`config.mk`:
```
export PLATFORM = sky130hd
export DESIGN_NAME = mux_rr_nx1
export DESIGN_NICKNAME = d
export VERILOG_FILES = /design/src/rtl/mux_pkg.sv /design/src/rtl/rr_arbiter.sv /design/src/rtl/mux_rr_nx1.sv
export SDC_FILE = /design/constraint.sdc
export NUM_CORES = 1
export LEC_CHECK = 0
export CAP_MARGIN = 30
export CORE_MARGIN = 5
export CORE_UTILIZATION = 36
export DETAILED_ROUTE_END_ITERATION = 6
export GPL_TIMING_DRIVEN = 0
export PLACE_DENSITY = 0.77
export REMOVE_ABC_BUFFERS = 1
export SETUP_SLACK_MARGIN = 0.4
export SLEW_MARGIN = 20
export SYNTH_ARGS = -nofsm -noshare
export SYNTH_HDL_FRONTEND = slang
export SYNTH_HIERARCHICAL = 1
export SYNTH_SLANG_ARGS = --single-unit
```
`constraint.sdc`:
```
create_clock -name clk -period 2.45 [get_ports clk]
set_clock_uncertainty 0.1 [all_clocks]
set_input_delay 0.49 -clock clk [delete_from_list [all_inputs] [get_ports clk]]
set_output_delay 0.49 -clock clk [all_outputs]
set_load 0.05 [all_outputs]
```
`src/rtl/mux_pkg.sv`:
```
// Shared definitions for the round-robin N-to-1 mux.
// Provides the grant-mode encoding and the index-width helper.
package mux_pkg;

  localparam logic MODE_RR    = 1'b0;
  localparam logic MODE_FIXED = 1'b1;

  // A single channel still needs a 1-bit index.
  function automatic int idx_w(input int n);
    return (n <= 1) ? 1 : $clog2(n);
  endfunction

endpackage

```
`src/rtl/rr_arbiter.sv`:
```
// Combinational rotate-priority arbiter.
// req: requests, ptr: last winner, en: enable.
// gnt_onehot/gnt_idx/gnt_valid: the winner.
module rr_arbiter
  import mux_pkg::*;
#(
  parameter  int N_CH  = 4,
  localparam int SEL_W = idx_w(N_CH)
) (
  input  logic [N_CH-1:0]  req,
  input  logic [SEL_W-1:0] ptr,
  input  logic             en,
  output logic [N_CH-1:0]  gnt_onehot,
  output logic [SEL_W-1:0] gnt_idx,
  output logic             gnt_valid
);

  // Search offsets 1..N_CH past ptr; the
  // modulo keeps the wrap right for any N_CH.
  always_comb begin
    gnt_onehot = '0;
    gnt_idx    = '0;
    gnt_valid  = 1'b0;
    for (int k = 1; k <= N_CH; k++) begin
      for (int i = 0; i < N_CH; i++) begin
        if (en && !gnt_valid && req[i] &&
            ((int'(ptr) + k) % N_CH == i)) begin
          gnt_valid     = 1'b1;
          gnt_idx       = SEL_W'(i);
          gnt_onehot[i] = 1'b1;
        end
      end
    end
  end

endmodule

```
`src/rtl/mux_rr_nx1.sv`:
```
// Registered N-to-1 valid/ready mux, round-robin or fixed select.
// clk/rst: clock, sync active-high reset. mode/fix_sel: grant mode.
// in_data/in_valid/in_ready: input channels.
// out_data/out_sel/out_valid/out_ready: registered output.
module mux_rr_nx1
  import mux_pkg::*;
#(
  parameter  int N_CH  = 4,
  parameter  int WIDTH = 8,
  localparam int SEL_W = idx_w(N_CH)
) (
  input  logic                  clk,
  input  logic                  rst,
  input  logic                  mode,
  input  logic [SEL_W-1:0]      fix_sel,
  input  logic [N_CH*WIDTH-1:0] in_data,
  input  logic [N_CH-1:0]       in_valid,
  output logic [N_CH-1:0]       in_ready,
  output logic [WIDTH-1:0]      out_data,
  output logic [SEL_W-1:0]      out_sel,
  output logic                  out_valid,
  input  logic                  out_ready
);

  logic [SEL_W-1:0] rr_ptr;
  logic [SEL_W-1:0] rr_idx;
  logic [SEL_W-1:0] winner;
  logic [N_CH-1:0]  rr_oh;
  logic [N_CH-1:0]  fix_oh;
  logic [N_CH-1:0]  gnt_oh;
  logic             rr_vld;
  logic             fix_vld;
  logic             grant_valid;
  logic             load;
  logic             xfer;
  logic [WIDTH-1:0] win_data;

  rr_arbiter #(.N_CH(N_CH)) u_arb (
    .req        (in_valid),
    .ptr        (rr_ptr),
    .en         (mode == MODE_RR),
    .gnt_onehot (rr_oh),
    .gnt_idx    (rr_idx),
    .gnt_valid  (rr_vld)
  );

  // Out-of-range fix_sel matches no channel,
  // so it simply yields no grant.
  always_comb begin
    fix_oh  = '0;
    fix_vld = 1'b0;
    for (int i = 0; i < N_CH; i++) begin
      if (fix_sel == SEL_W'(i) && in_valid[i]) begin
        fix_oh[i] = 1'b1;
        fix_vld   = 1'b1;
      end
    end
  end

  always_comb begin
    load = !out_valid || out_ready;
    if (mode == MODE_FIXED) begin
      grant_valid = fix_vld;
      winner      = fix_sel;
      gnt_oh      = fix_oh;
    end else begin
      grant_valid = rr_vld;
      winner      = rr_idx;
      gnt_oh      = rr_oh;
    end
    xfer     = load && grant_valid && !rst;
    in_ready = xfer ? gnt_oh : '0;
  end

  always_comb begin
    win_data = '0;
    for (int i = 0; i < N_CH; i++) begin
      if (gnt_oh[i]) begin
        win_data = in_data[i*WIDTH +: WIDTH];
      end
    end
  end

  always_ff @(posedge clk) begin
    if (rst) begin
      out_valid <= 1'b0;
      out_data  <= '0;
      out_sel   <= '0;
      rr_ptr    <= SEL_W'(N_CH - 1);
    end else if (load) begin
      if (xfer) begin
        out_valid <= 1'b1;
        out_data  <= win_data;
        out_sel   <= winner;
        if (mode == MODE_RR) begin
          rr_ptr <= winner;
        end
      end else begin
        out_valid <= 1'b0;
      end
    end
  end

endmodule

```
======== After elaboration in Yosys (flattened, before gate mapping) ========
Index checks and enable logic that the tools add are counted.
cells by class
  add/sub/neg operators ................... 4
  equal/unequal tests ..................... 15
  mux-type cells .......................... 62
  bitwise logic cells ..................... 5
  reductions and logical operators ........ 82
operator list
  kind                                                                    count
  32-bit zero test                                                        4
  1-bit logical AND                                                       53
  1-bit two-way mux                                                       41
  8-bit two-way mux                                                       4
  2-bit two-way mux                                                       15
  3-bit equality test (second input constant)                             8
  1-bit zero test                                                         17
  3-bit by 2-bit equality test with 1-bit output (second input constant)  4
  4-bit two-way mux                                                       2
  2-bit OR reduction                                                      4
  2-bit by 1-bit adder with 2-bit output (second input constant)          2
  2-bit adder (second input constant)                                     2
  1-bit bitwise AND (first input constant)                                4
  2-bit equality test (second input constant)                             2
  3-bit AND reduction                                                     1
  2-bit by 1-bit equality test with 1-bit output (second input constant)  1
  2-bit zero test                                                         1
  2-bit AND reduction                                                     1
  1-bit logical OR                                                        1
  1-bit NOT                                                               1
word-level totals
  bits in registers ....................... 13
  bits of input ports ..................... 42
  output and inout port bits .............. 15
  logic and storage cells ................. 172

======== Depth between registers and ports, before layout ========
Gate-level depths: netlist of run 1.
  depth in word-level cells ............... 86
  gate-level depth with buffers ........... 10
  depth with buffers taken out ............ 9

======== Hierarchy ========
The synthesis of run 1 kept the hierarchy.
by module, submodules not included
  module      times used  cells each  area an instance (sq um)  seq. area each (sq um)
  mux_rr_nx1  1           111         929.6                     260.2
  rr_arbiter  1           32          178.9                     0.0

======== Worst setup path before layout of run 1 ========
No wires, ideal clock.
  kind .................................... input port to output port
  from .................................... in mode
  to ...................................... out in_ready[1]
  arrival time ............................ 2.492 ns
  required time ........................... 1.860 ns
  slack ................................... -0.632 ns
  stages .................................. 7
  path buffers ............................ 1
  path through ............................ buf_6 -> inv_2 -> inv_1 -> a21oi_1 -> nor2_1 -> or3_4 -> nor3_1
between the ends
  word-level cells in the longest chain between the ends .. 83
  elaborated cells between the ends (all ways) .. 88
  classes of those cells .................. mux (23); bitwise (1); reduce/logical (64)
ends and longest elaborated chain
  what                              RTL line          text
  start, declared                   mux_rr_nx1.sv:14  input logic mode,
  1-bit NOT (no line) *             n/a
  1-bit logical AND (2 in a row)    rr_arbiter.sv:26  if (en && !gnt_valid && req[i] &&
  1-bit two-way mux                 rr_arbiter.sv:26
  1-bit zero test                   rr_arbiter.sv:26
  1-bit logical AND (3 in a row)    rr_arbiter.sv:26
  1-bit two-way mux                 rr_arbiter.sv:26
  1-bit zero test                   rr_arbiter.sv:26
  1-bit logical AND (3 in a row)    rr_arbiter.sv:26
  [60 not listed]                   n/a
  1-bit two-way mux                 rr_arbiter.sv:26
  1-bit zero test                   rr_arbiter.sv:26
  1-bit logical AND (3 in a row)    rr_arbiter.sv:26
  1-bit two-way mux *               rr_arbiter.sv:26
  via rr_vld                        mux_rr_nx1.sv:31  logic rr_vld;
  1-bit two-way mux *               mux_rr_nx1.sv:62  if (mode == MODE_FIXED) begin
  1-bit logical AND * (2 in a row)  mux_rr_nx1.sv:71  xfer = load && grant_valid && !rst;
  4-bit two-way mux *               mux_rr_nx1.sv:72  in_ready = xfer ? gnt_oh : '0;
  end, declared                     mux_rr_nx1.sv:18  output logic [N_CH-1:0] in_ready,
Mark *: on every way through the listed nets, which the timed path passes. The rest lies on a longest branch.

======== Final worst setup path of run 1 ========
  from .................................... reg rr_ptr[1]
  to ...................................... out in_ready[3]
between the ends
  elaborated cells between the ends (all ways) .. 114
  classes of those cells .................. add/sub (4); eq/ne (12); mux (23); bitwise (4); reduce/logical (71)
RTL lines
  what                                    RTL line          text
  start, declared                         mux_rr_nx1.sv:25  logic [SEL_W-1:0] rr_ptr;
  start signal, assigned                  mux_rr_nx1.sv:89  rr_ptr <= SEL_W'(N_CH - 1);
  start signal, assigned                  mux_rr_nx1.sv:96  rr_ptr <= winner;
  2-bit by 1-bit adder with 2-bit output  rr_arbiter.sv:27  ((int'(ptr) + k) % N_CH == i)) begin
  2-bit OR reduction (no line)            n/a
  1-bit bitwise AND (no line)             n/a
  32-bit zero test                        rr_arbiter.sv:27
  1-bit logical AND                       rr_arbiter.sv:26
  1-bit two-way mux                       rr_arbiter.sv:26
  1-bit zero test                         rr_arbiter.sv:26
  1-bit logical AND (3 in a row)          rr_arbiter.sv:26
  [62 not listed]                         n/a
  1-bit logical AND (3 in a row)          rr_arbiter.sv:26
  1-bit two-way mux                       rr_arbiter.sv:26
  1-bit zero test                         rr_arbiter.sv:26
  1-bit logical AND (3 in a row)          rr_arbiter.sv:26
  1-bit two-way mux *                     rr_arbiter.sv:26
  via rr_oh[3]                            mux_rr_nx1.sv:28  logic [N_CH-1:0] rr_oh;
  4-bit two-way mux *                     mux_rr_nx1.sv:62
  4-bit two-way mux *                     mux_rr_nx1.sv:72
Marks and branches as above.

==> results of run 1 <==
where the power goes:
group          internal, mW  switching [mW]
Sequential            0.229          0.0123
Combinational         0.198           0.210
Clock                0.0630          0.0742
cell type report:
cell class | instances | area (um2)
multi-input cells | 117 | 892.1
clock buffers | 4 | 26.28
flip-flops and latches | 13 | 267.8
fillers | 232 | 904.6
repair buffers | 83 | 833.3
inverters | 6 | 37.54
well taps | 33 | 41.29
per-stage QoR:
step	setup TNS [ps]	power (mW)	hold WS (ps)
floorplan	-1986	0.4208	457.9
global placement	-16830	0.5523	385.6
detailed placement	-16980	0.5613	396.5
CTS	0	0.7507	408.8
global route	0	0.8251	460.2
finish	0	0.7866	407.6
metal layers:
| layer | share of wire | wire [um] |
|---|---|---|
| met1 | 0.41 | 1818 |
| met2 | 0.51 | 2270 |
| met3 | 0.069 | 311 |
| met4 | 0.019 | 87 |
| met5 | 0 | 0 |
cell families (layout without fill, tap and decap cells):
group,Yosys count,in the layout,share of synthesized area
buffers and inverters,14,93,0.07561
multiplexers,3,3,0.04177
AO/OA/AOI/OAI,40,40,0.3273
AND/OR/NAND/NOR,73,74,0.3206
flip-flops,13,13,0.2348
cells in the mapped netlist (3+ instances only):
library cell  number
nand2_1           18
a21oi_1            6
nand3_1            8
dfxtp_1           13
o21ai_1            3
nor2_2             3
inv_1              5
a311oi_2           6
buf_6              3
nor2_1            28
a311o_1            8
nor2b_1            5
repair_timing:
action,in CTS,in global routing
setup endpoints to repair,17,21
hold buffers,0,0
gates cloned,1,0
buffers inserted,22,4
resized for setup,108,26
pin swaps,16,13
path summary, 6_finish.rpt:
| path | start | end | slack, ps | cells after the start |
|---|---|---|---|---|
| max reg2reg | rr_ptr[1] | out_data[5] | 280 | 10 |
| max | rr_ptr[1] | in_ready[3] | 140 | 8 |
| min reg2reg | out_data[5] | out_data[5] | 410 | 2 |
| min | out_data[5] | out_data[5] | 410 | 2 |
cell usage in the layout, fill, tap and decap left out, types with 2 or more instances in the layout:
cell type / synthesis / final
nand3_1: 8 / 8
inv_2: 1 / 2
nor2_4: 0 / 3
buf_8: 0 / 2
clkdlybuf4s50_1: 0 / 37
a311o_1: 8 / 8
buf_4: 2 / 21
buf_12: 0 / 2
buf_6: 3 / 12
nor2b_1: 5 / 3
a211o_1: 2 / 2
dfxtp_1: 13 / 11
inv_1: 5 / 2
dfxtp_4: 0 / 2
nor2b_4: 1 / 2
nand2_1: 18 / 17
mux2i_1: 2 / 2
a211oi_1: 2 / 2
a21oi_2: 0 / 4
o21ai_4: 0 / 2
nor2_2: 3 / 3
a311oi_2: 6 / 7
clkbuf_4: 0 / 3
nor2_1: 28 / 26
a21oi_1: 6 / 2
nor3_4: 0 / 2
dlymetal6s2s_1: 0 / 6
worst register-to-register path: stages (launching register included):
cell and delay [ps]:
dfxtp_4 380, inv_2 50, o22a_1 190, o22ai_2 120
and3_4 220, inv_2 50, o21ai_4 220, buf_6 140
nand2_1 60, a311o_1 310, a311oi_1 250
state kept, by name, summed over array words and instances, names as in the netlist:
register and count:
out_data 8, out_sel 2, rr_ptr 2, out_valid 1
==> results.md, run 1 <==
- Status: finished clean
- Final Net Count: 266
- Final Slew Violations: 0
- Top-area cell type share of the netlist area: 0.2348
- Port Buffers: 56
- Sequential fraction of the synthesis area: 0.2348
- Final Cell Area: around 0.0021 mm2
- # rows: 20
- Initial antenna violation count: 0
- Slowest library cell on the worst path: dfxtp_4
- WP buf/inv: 2
- Die width: 65.49 um
- Post-Syn Instances: roughly 140
- Worst Hold Class: flip-flop to flip-flop
- Min cycle time layout: approximately 2300 ps
- WP data arrival: between 1500 and 2000 ps
- DRT antenna net count: 0
- H-tree level count: 1
- Main synth FF type: dfxtp_1
- WL final: about 4500 um
- Number of global-route vias before repair: between 1,000 and 1,500
- Avg Vias per Cell: around 5.7
- Post-synth EDFFs: 0
- Synth warn: 6
- Worst Tran Pin Value: 511.7 ps
- TritonCTS clock tree: yes
- Synth top area cells: dfxtp_1 (23%), nor2_1 (9.5%), a311oi_2 (8.1%)
- Via count: approximately 1,500
- Clock root cell: clkbuf_4
- Most Used Layer, Global Route: met2
- Leak: 0.8804 nW
- VDD IR-drop max: around 0.26 mV
- Area Overhead vs Synth: 89.28%
- FMAX: around 430 MHz
- Distinct cells, synth: 39
- Global-route wire length before repair: 6368 um
- Core box area: approximately 0.003 mm2
- Ys async rst share: 0
- Mean Syn Cell Area: 7.752 um2
- # Max-Cap Violations: 0
- Met1 Usage GRT: 0.2334
- Fin cells: 256
- Family with the most delay on the worst path: compound AO/OA/AOI/OAI gates
- Skew-Pair Late Insertion Delay: between 200 and 300 ps
- DRT Pass-1 Iters: 4
- Power Density: about 370 mW/mm2
- GR Overflow Total: 0
- Pin count of the biggest net entering global routing: 17
- Max clock buf depth: 2
- Total track usage: 0.1862
- Post-layout util: 0.6988
- Post-place setup slack: -2019 ps
- RSZ-0062 raised after global routing: yes
- Layout cells sized above 1: 0.3767
- # IOs: 57
- Die H: about 65 um
- Post-Synthesis Cell Area: roughly 0.0011 mm2
- GRT met2 Usage: 0.3300
- GRT met3 Usage: 0.01709
- CP cell instances: a21o_1, a21oi_2, o21ai_2, nor2_1, inv_1, o21ai_4, nor2b_4, buf_6
- Die area: around 0.0043 mm2
- Inst Count DP: 225
- CP Data Required Time: between 1500 and 2000 ps
- Slew headroom: 0.6583
- Final Hold Violating Endpoints: 0
- # setup viols final: 0
- HPWL Detailed: 2628 um
- Drt drc: 0
- Initial core utilization: 0.3692
- Final Cycle Share: 0.9426
- Final WS setup: between 100 and 150 ps
- Endpoint type of the worst setup path: output pin
- N_diodes: 0
- RePlAce Congestion: about 0.8
- CP max FO: 5
- Crit path launch type: flip-flop
- Largest stage delay, worst path: ~370 ps
- Area leader, netlist: dfxtp_1
- Placed cell areas: approximately 0.0017 mm2
- FF+latch count, synth: 13
- Clock Pin Slew Worst Setup and Hold Paths: about 90 ps
- Wire per inst: ~18 um
- Setup Crit Path Kind: flip-flop to output pin
- Clk sink count: 13
- Num CTS Buffers: 3
- DRT iter0 DRCs: slightly above 80
Note: power is estimated with default switching activity, not from simulation.
==> inputs of run 2 (changes only) <==
--- a/config.mk
+++ b/config.mk
@@ -7,10 +7,9 @@
 export LEC_CHECK = 0
 export CAP_MARGIN = 30
 export CORE_MARGIN = 5
-export CORE_UTILIZATION = 36
+export CORE_UTILIZATION = 25
 export DETAILED_ROUTE_END_ITERATION = 6
 export GPL_TIMING_DRIVEN = 0
-export PLACE_DENSITY = 0.77
 export REMOVE_ABC_BUFFERS = 1
 export SETUP_SLACK_MARGIN = 0.4
 export SLEW_MARGIN = 20
==> constraint.sdc (replaced) <==
create_clock -name clk -period 2.08 [get_ports clk]
set_clock_uncertainty 0.1 [all_clocks]
set_input_delay 0.416 -clock clk [delete_from_list [all_inputs] [get_ports clk]]
set_output_delay 0.416 -clock clk [all_outputs]
set_load 0.05 [all_outputs]
==> run 2 against run 1 <==
Net effect: via count shrank 7.6%; cell count grew 6.3%; wire length shrank 1.6%; largest power group unchanged; critical path type unchanged; worst setup slack lost 260 ps; the run now ends with setup timing left; final area grew 1.3%; largest cell class unchanged; clock-buffer cell count is the same; core utilization shrank 21 points; highest routed layer unchanged; clock power grew 73%; first-iteration DRC count grew 17%.
==> results.md, run 2 (synthesis gave the netlist of run 1 again) <==
- VDD IR-drop max: 0.2876 mV (was 0.2600 mV)
- # setup viols final: 10 (was 0)
- GR Overflow Total: 0 (unchanged)
- RePlAce Congestion: 0.8163 (was 0.7875)
- Num CTS Buffers: 3 (unchanged)
- CP Data Required Time: 1560 ps (was 1860 ps)
- H-tree level count: 1 (unchanged)
- Fillers: 429 (was 232)
- # hold bufs at CTS: 0 (unchanged)
- Status: complete, but fails checks (was finished clean)
- Commonest non-fill, non-tap cell in the layout: clkdlybuf4s50_1 (unchanged)
- WP buf/inv: 1 (was 2)
- Clock root cell: clkbuf_8 (was clkbuf_4)
- Commonest non-fill, non-tap cells in the layout: clkdlybuf4s50_1 (32), nor2_1 (24), nand2_1 (16) (was clkdlybuf4s50_1 (37), nor2_1 (26), buf_4 (21))
- Clock Pin Slew Worst Setup and Hold Paths: 60 ps (was 90 ps)
- Worst Hold Class: flip-flop to flip-flop (unchanged)
- Leak: 0.8378 nW (was 0.8804 nW)
- Number of global-route vias before repair: 1,264 (was 1,362)
- Final hold slack: 396.8 ps (was 407.6 ps)
- Largest stage delay, worst path: 400 ps (was 370 ps)
- Skew-Pair Late Insertion Delay: 240 ps (was 270 ps)
- Max FFs per register: 8 (unchanged)
- Inst Count DP: 243 (was 225)
- Placed cell areas: 0.001677 mm2 (was 0.001660 mm2)
- Final Cell Area: 0.002126 mm2 (was 0.002098 mm2)
- Final Hold Violating Endpoints: 0 (unchanged)
- R2r setup slk: -20 ps (was 280 ps)
- Die area: 0.005866 mm2 (was 0.004289 mm2)
- Total Neg Setup Slack: -311.6 ps (was 0 ps)
- TritonCTS clock tree: yes (unchanged)
- Area Overhead vs Synth: 91.76% (was 89.28%)
- Worst Tran Pin Value: 528.5 ps (was 511.7 ps)
- Post-layout util: 0.4916 (was 0.6988)
- Wire per inst: 16.23 um (was 17.53 um)
- DRT antenna net count: 0 (unchanged)
- Initial antenna violation count: 0 (unchanged)
- Final Net Count: 263 (was 266)
- RSZ-0062 raised after global routing: yes (unchanged)
- FMAX: 454.2 MHz
- Pwr Total: 0.9888 mW (was 0.7866 mW)
- Power Density: 465.1 mW/mm2 (was 374.9 mW/mm2)
- Min cycle time layout: 2202 ps
- # IOs: 57 (unchanged)
- WL final: 4414 um (was 4488 um)
- Fin cells: 272 (was 256)
- # Max-Cap Violations: 0 (unchanged)
- Final WS setup: -121.6 ps (was 140.6 ps)
- DRT Pass-1 Iters: 4 (unchanged)
- Core box area: 0.004324 mm2 (was 0.003003 mm2)
- Sequential Area: 267.8 um2 (unchanged)
- Layout cells sized above 1: 0.3636 (was 0.3767)
- Area of the multi-input gates: 884.6 um2 (was 892.1 um2)
- Initial core utilization: 0.2564 (was 0.3692)
- CP cell instances: nor2b_4, o22a_1, o22ai_1, and3_4, a21boi_4, nor3_2, buf_6 (was a21o_1, a21oi_2, o21ai_2, nor2_1, inv_1, o21ai_4, nor2b_4, buf_6)
- Max clock buf depth: 2 (unchanged)
- Die width: 76.59 um (was 65.49 um)
- Largest regs: out_data: 8 flops, out_sel: 2 flops, rr_ptr: 2 flops (unchanged)
- Crit path launch type: flip-flop (unchanged)
- Failing checks: setup timing
- Total track usage: 0.1378 (was 0.1862)
- Final Cycle Share: 1.058
- Avg Vias per Cell: 4.960 (was 5.703)
- Slew headroom: 0.6491 (was 0.6583)
- WP data arrival: 1690 ps (was 1720 ps)
- Final Slew Violations: 0 (unchanged)
- DRT iter0 DRCs: 97 (was 83)
- N_diodes: 0 (unchanged)
- Post-place setup slack: -2297 ps (was -2019 ps)
- Die H: 76.59 um (was 65.49 um)
- Drt drc: 0 (unchanged)
- # rows: 24 (was 20)
- HPWL Detailed: 2656 um (was 2628 um)
- Via count: 1,349 (was 1,460)
- Family with the most delay on the worst path: simple AND/OR/NAND/NOR gates (was compound AO/OA/AOI/OAI gates)
- Setup Crit Path Kind: flip-flop to output pin (unchanged)
- Pin count of the biggest net entering global routing: 17 (unchanged)
- Endpoint type of the worst setup path: output pin (unchanged)
- CP max FO: 5 (unchanged)
- Clk sink count: 13 (unchanged)
- Port Buffers: 56 (unchanged)
- Slowest library cell on the worst path: dfxtp_4 (unchanged)
- Global-route wire length before repair: 6637 um (was 6368 um)
- Largest register by flop count: out_data (unchanged)
==> run 2: cell types whose count changed in the layout (fill, tap and decap cells not counted), moves of 3 or more <==
cell	delta
dlygate4sd2_1	+11
clkbuf_4	-3
a21oi_1	+3
clkbuf_8	+3
clkdlybuf4s50_1	-5
buf_8	+3
a21oi_2	-3
buf_4	-6
dlymetal6s2s_1	-6
==> run 2: what timing repair did <==
item                       4_1_cts  5_1_grt
pin swaps                       18       21
buffers inserted                15        9
resized for setup              125       23
setup endpoints to repair       28       17
cloned                           1        0
==> run 2: path summary, 6_finish.rpt <==
kind,startpoint,end,cells after the start
worst max-delay path,rr_ptr[0],in_ready[1],7
worst min-delay path,out_data[7],out_data[7],2
worst max register to register,rr_ptr[0],out_data[1],10
worst min register to register,out_data[7],out_data[7],2
==> run 2: power by group <==
| part | switching [mW] | total, mW | leakage (nW) | internal (mW) |
|---|---|---|---|---|
| clock | 0.101 | 0.237 | 0.0228 | 0.135 |
| combinational | 0.241 | 0.467 | 0.708 | 0.226 |
| sequential | 0.0142 | 0.285 | 0.107 | 0.270 |
==> run 2: layout make-up <==
cell class	instances	share of cell area
well taps	52	0.03061
repair buffers	80	0.3861
multi-input cells	117	0.4161
flip-flops and latches	13	0.1260
clock buffers	4	0.02119
inverters	6	0.02001
==> run 2: worst register-to-register path, cell delays in order (launching register included) <==
cell and delay [ps]:
dfxtp_4 400, nor2b_4 50, o22a_1 170, o22ai_1 150, and3_4 240, inv_2 50
o21ai_4 150, buf_6 130, nand2_2 40, a311o_1 360, a311oi_2 190
==> run 2: metal layers <==
metal | vias up | part of all wire | GRT usage
li1 | 681 | - | -
met1 | 633 | 0.45 | 0.1756
met2 | 33 | 0.50 | 0.2329
met3 | 2 | 0.047 | 0.02364
met4 | 0 | 0.0061 | 0.04545
met5 | - | 0 | 0
==> inputs of run 3 (changes only) <==
--- a/config.mk
+++ b/config.mk
@@ -8,9 +8,9 @@
 export CAP_MARGIN = 30
 export CORE_MARGIN = 5
 export CORE_UTILIZATION = 25
+export CTS_CLUSTER_SIZE = 10
 export DETAILED_ROUTE_END_ITERATION = 6
 export GPL_TIMING_DRIVEN = 0
-export REMOVE_ABC_BUFFERS = 1
 export SETUP_SLACK_MARGIN = 0.4
 export SLEW_MARGIN = 20
 export SYNTH_ARGS = -nofsm -noshare
==> run 3 against run 2 <==
Net effect: the flow still finishes with violations (setup timing); wire length rose by 4.8%; highest routed layer unchanged; register-to-register slack got worse by 140 ps; final area grew 14%.
==> results.md, run 3 (synthesis gave the netlist of run 1 again) <==
- Logic gate share of total power: 0.526 (was 0.473)
- Wire per inst: 15.78 um (was 16.23 um)
- Total track usage: 0.1462 (was 0.1378)
- Final Slew Violations: 0 (unchanged)
- Via count: 1,442 (was 1,349)
- Commonest non-fill, non-tap cells in the layout: clkdlybuf4s50_1 (32), buf_6 (22), buf_4 (20) (was clkdlybuf4s50_1 (32), nor2_1 (24), nand2_1 (16))
- R2R cell count: 11 (was 10)
- Leak: 0.9809 nW (was 0.8378 nW)
- End of the critical path: in_ready[3] (was in_ready[1])
- Area of the multi-input gates: 947.2 um2 (was 884.6 um2)
- # Max-Cap Violations: 0 (unchanged)
- Initial antenna violation count: 0 (unchanged)
- Slew headroom: 0.5247 (was 0.6491)
- Inst Count DP: 251 (was 243)
- Placed cell areas: 0.001815 mm2 (was 0.001677 mm2)
- Largest register by flop count: out_data (unchanged)
- FMAX: 427.6 MHz (was 454.2 MHz)
- # rows: 24 (unchanged)
- Post-place setup slack: -1611 ps (was -2297 ps)
- Clock Pin Slew Worst Setup and Hold Paths: 50 ps (was 60 ps)
- Post-synth net total: 185
- GR Overflow Total: 0 (unchanged)
- Pin count of the biggest net entering global routing: 11 (was 17)
- Final Cycle Share: 1.124 (was 1.058)
- Layout cells sized above 1: 0.4606 (was 0.3636)
- RePlAce Congestion: 0.8171 (was 0.8163)
- Clk network pwr share: 0.204 (was 0.240)
- Largest regs: out_data: 8 flops, out_sel: 2 flops, rr_ptr: 2 flops (unchanged)
- Area Overhead vs Synth: 119.4% (was 91.76%)
- Final Net Count: 284 (was 263)
- Hold_sp: out_data[7] (unchanged)
- Hold depth: 2 (unchanged)
- Sequential power share: 0.270 (was 0.288)
- N_diodes: 0 (unchanged)
- Sequential Area: 265.3 um2 (was 267.8 um2)
- CP Launch Point: rr_ptr[1] (was rr_ptr[0])
- HPWL Detailed: 2907 um (was 2656 um)
- Fin cells: 293 (was 272)
- Failing checks: setup timing (unchanged)
- Worst Tran Pin Value: 712.9 ps (was 528.5 ps)
- Max clock buf depth: 2 (unchanged)
- Num CTS Buffers: 3 (unchanged)
- Switching power: 0.3772 mW (was 0.3570 mW)
- Crit path launch type: flip-flop (unchanged)
- Pwr Total: 1.078 mW (was 0.9888 mW)
- Internal power: 0.7011 mW (was 0.6318 mW)
- Final Cell Area: 0.002432 mm2 (was 0.002126 mm2)
- Setup Crit Path Kind: flip-flop to output pin (unchanged)
- Fillers: 389 (was 429)
- Avg Vias per Cell: 4.922 (was 4.960)
- Final WS setup: -258.7 ps (was -121.6 ps)
- Post-layout util: 0.5625 (was 0.4916)
- DRT Pass-1 Iters: 4 (unchanged)
- Total Neg Setup Slack: -2549 ps (was -311.6 ps)
- Core box area: 0.004324 mm2 (unchanged)
- R2r setup slk: -160 ps (was -20 ps)
- Die width: 76.59 um (unchanged)
- DRT antenna net count: 0 (unchanged)
- Final hold slack: 408.8 ps (was 396.8 ps)
- Clock root cell: clkbuf_8 (unchanged)
- # setup viols final: 15 (was 10)
- Max FFs per register: 8 (unchanged)
- Number of global-route vias before repair: 1,474 (was 1,264)
- Reg2reg end: out_data[0] (was out_data[1])
- Clk sink count: 13 (unchanged)
- Min cycle time layout: 2339 ps (was 2202 ps)
- TritonCTS clock tree: yes (unchanged)
- Initial core utilization: 0.2564 (unchanged)
- VDD IR-drop max: 0.1902 mV (was 0.2876 mV)
- Power Density: 443.3 mW/mm2 (was 465.1 mW/mm2)
- CP Data Required Time: 1560 ps (about the same)
- Commonest non-fill, non-tap cell in the layout: clkdlybuf4s50_1 (unchanged)
- Worst R2R Start: rr_ptr[1] (was rr_ptr[0])
- Global-route wire length before repair: 7079 um (was 6637 um)
- RSZ-0062 raised after global routing: yes (unchanged)
- Endpoint type of the worst setup path: output pin (unchanged)
- Skew-Pair Late Insertion Delay: 240 ps (about the same)
- WL final: 4624 um (was 4414 um)
- Port Buffers: 56 (unchanged)
- Status: complete, but fails checks (unchanged)
- Net Sw Frac: 0.3498 (was 0.3610)
- H-tree level count: 1 (unchanged)
- # IOs: 57 (unchanged)
- Die H: 76.59 um (unchanged)
- Worst Hold Class: flip-flop to flip-flop (unchanged)
- DRT iter0 DRCs: 50 (was 97)
- CP max FO: 5 (unchanged)
- WP data arrival: 1820 ps (was 1690 ps)
- Final Hold Violating Endpoints: 0 (unchanged)
- Die area: 0.005866 mm2 (unchanged)
- Drt drc: 0 (unchanged)
==> run 3: cell types whose count changed in the layout (fill, tap and decap cells not counted), sizes merged <==
cell | before | now
buf | 35 | 55
clkbuf | 4 | 7
clkinv | 1 | 0
dlygate4sd2 | 12 | 11
inv | 5 | 6
nor2 | 32 | 31
==> run 3: how the worst min path moves through the flow <==
stage	endpoint	slack, ps
2_1_floorplan	out_data[1]	380
3_3_place_gp	out_data[7]	390
3_5_place_dp	out_sel[0]	400
4_1_cts	out_data[7]	400
5_1_grt	out_data[7]	420
6_report	out_data[7]	410
==> run 3: metal layers <==
layer,part of all wire,global-route usage,up-vias,wire length [um]
li1,-,-,721,-
met1,0.44,0.1796,672,2028
met2,0.50,0.2543,41,2312
met3,0.039,0.01891,8,180
met4,0.022,0.05944,0,102
met5,0,0,-,0
==> run 3: power groups by stage <==
stage	logic, mW	registers (mW)	clock network [mW]
global placement	0.407	0.290	0
global route	0.597	0.293	0.238
CTS	0.530	0.287	0.225
detailed placement	0.408	0.290	0
finish	0.567	0.291	0.220
floorplan	0.180	0.353	0
==> run 3: cell type report <==
class,count,area share
clock buffers,4,0.01852
repair buffers,94,0.4002
plain buffers,8,0.03858
flip-flops and latches,13,0.1091
multi-input cells,116,0.3894
well taps,52,0.02675
inverters,6,0.01749
==> run 3: repair_timing <==
item,in CTS,in global routing
pin swaps,23,27
resized for setup,134,23
hold buffers,0,0
setup endpoints to repair,28,19
endpoints found under the hold margin,0,0
cloned,2,0
setup buffers,31,5
==> run 3: critical path: stages (launching register included) <==
cell and delay (ps):
dfxtp_2 320, buf_6 120, a21o_1 160, a21oi_2 140
o21ai_2 80, nor2_1 100, inv_1 70, o21ai_4 140
clkbuf_8 150, nor2b_4 150, buf_8 150
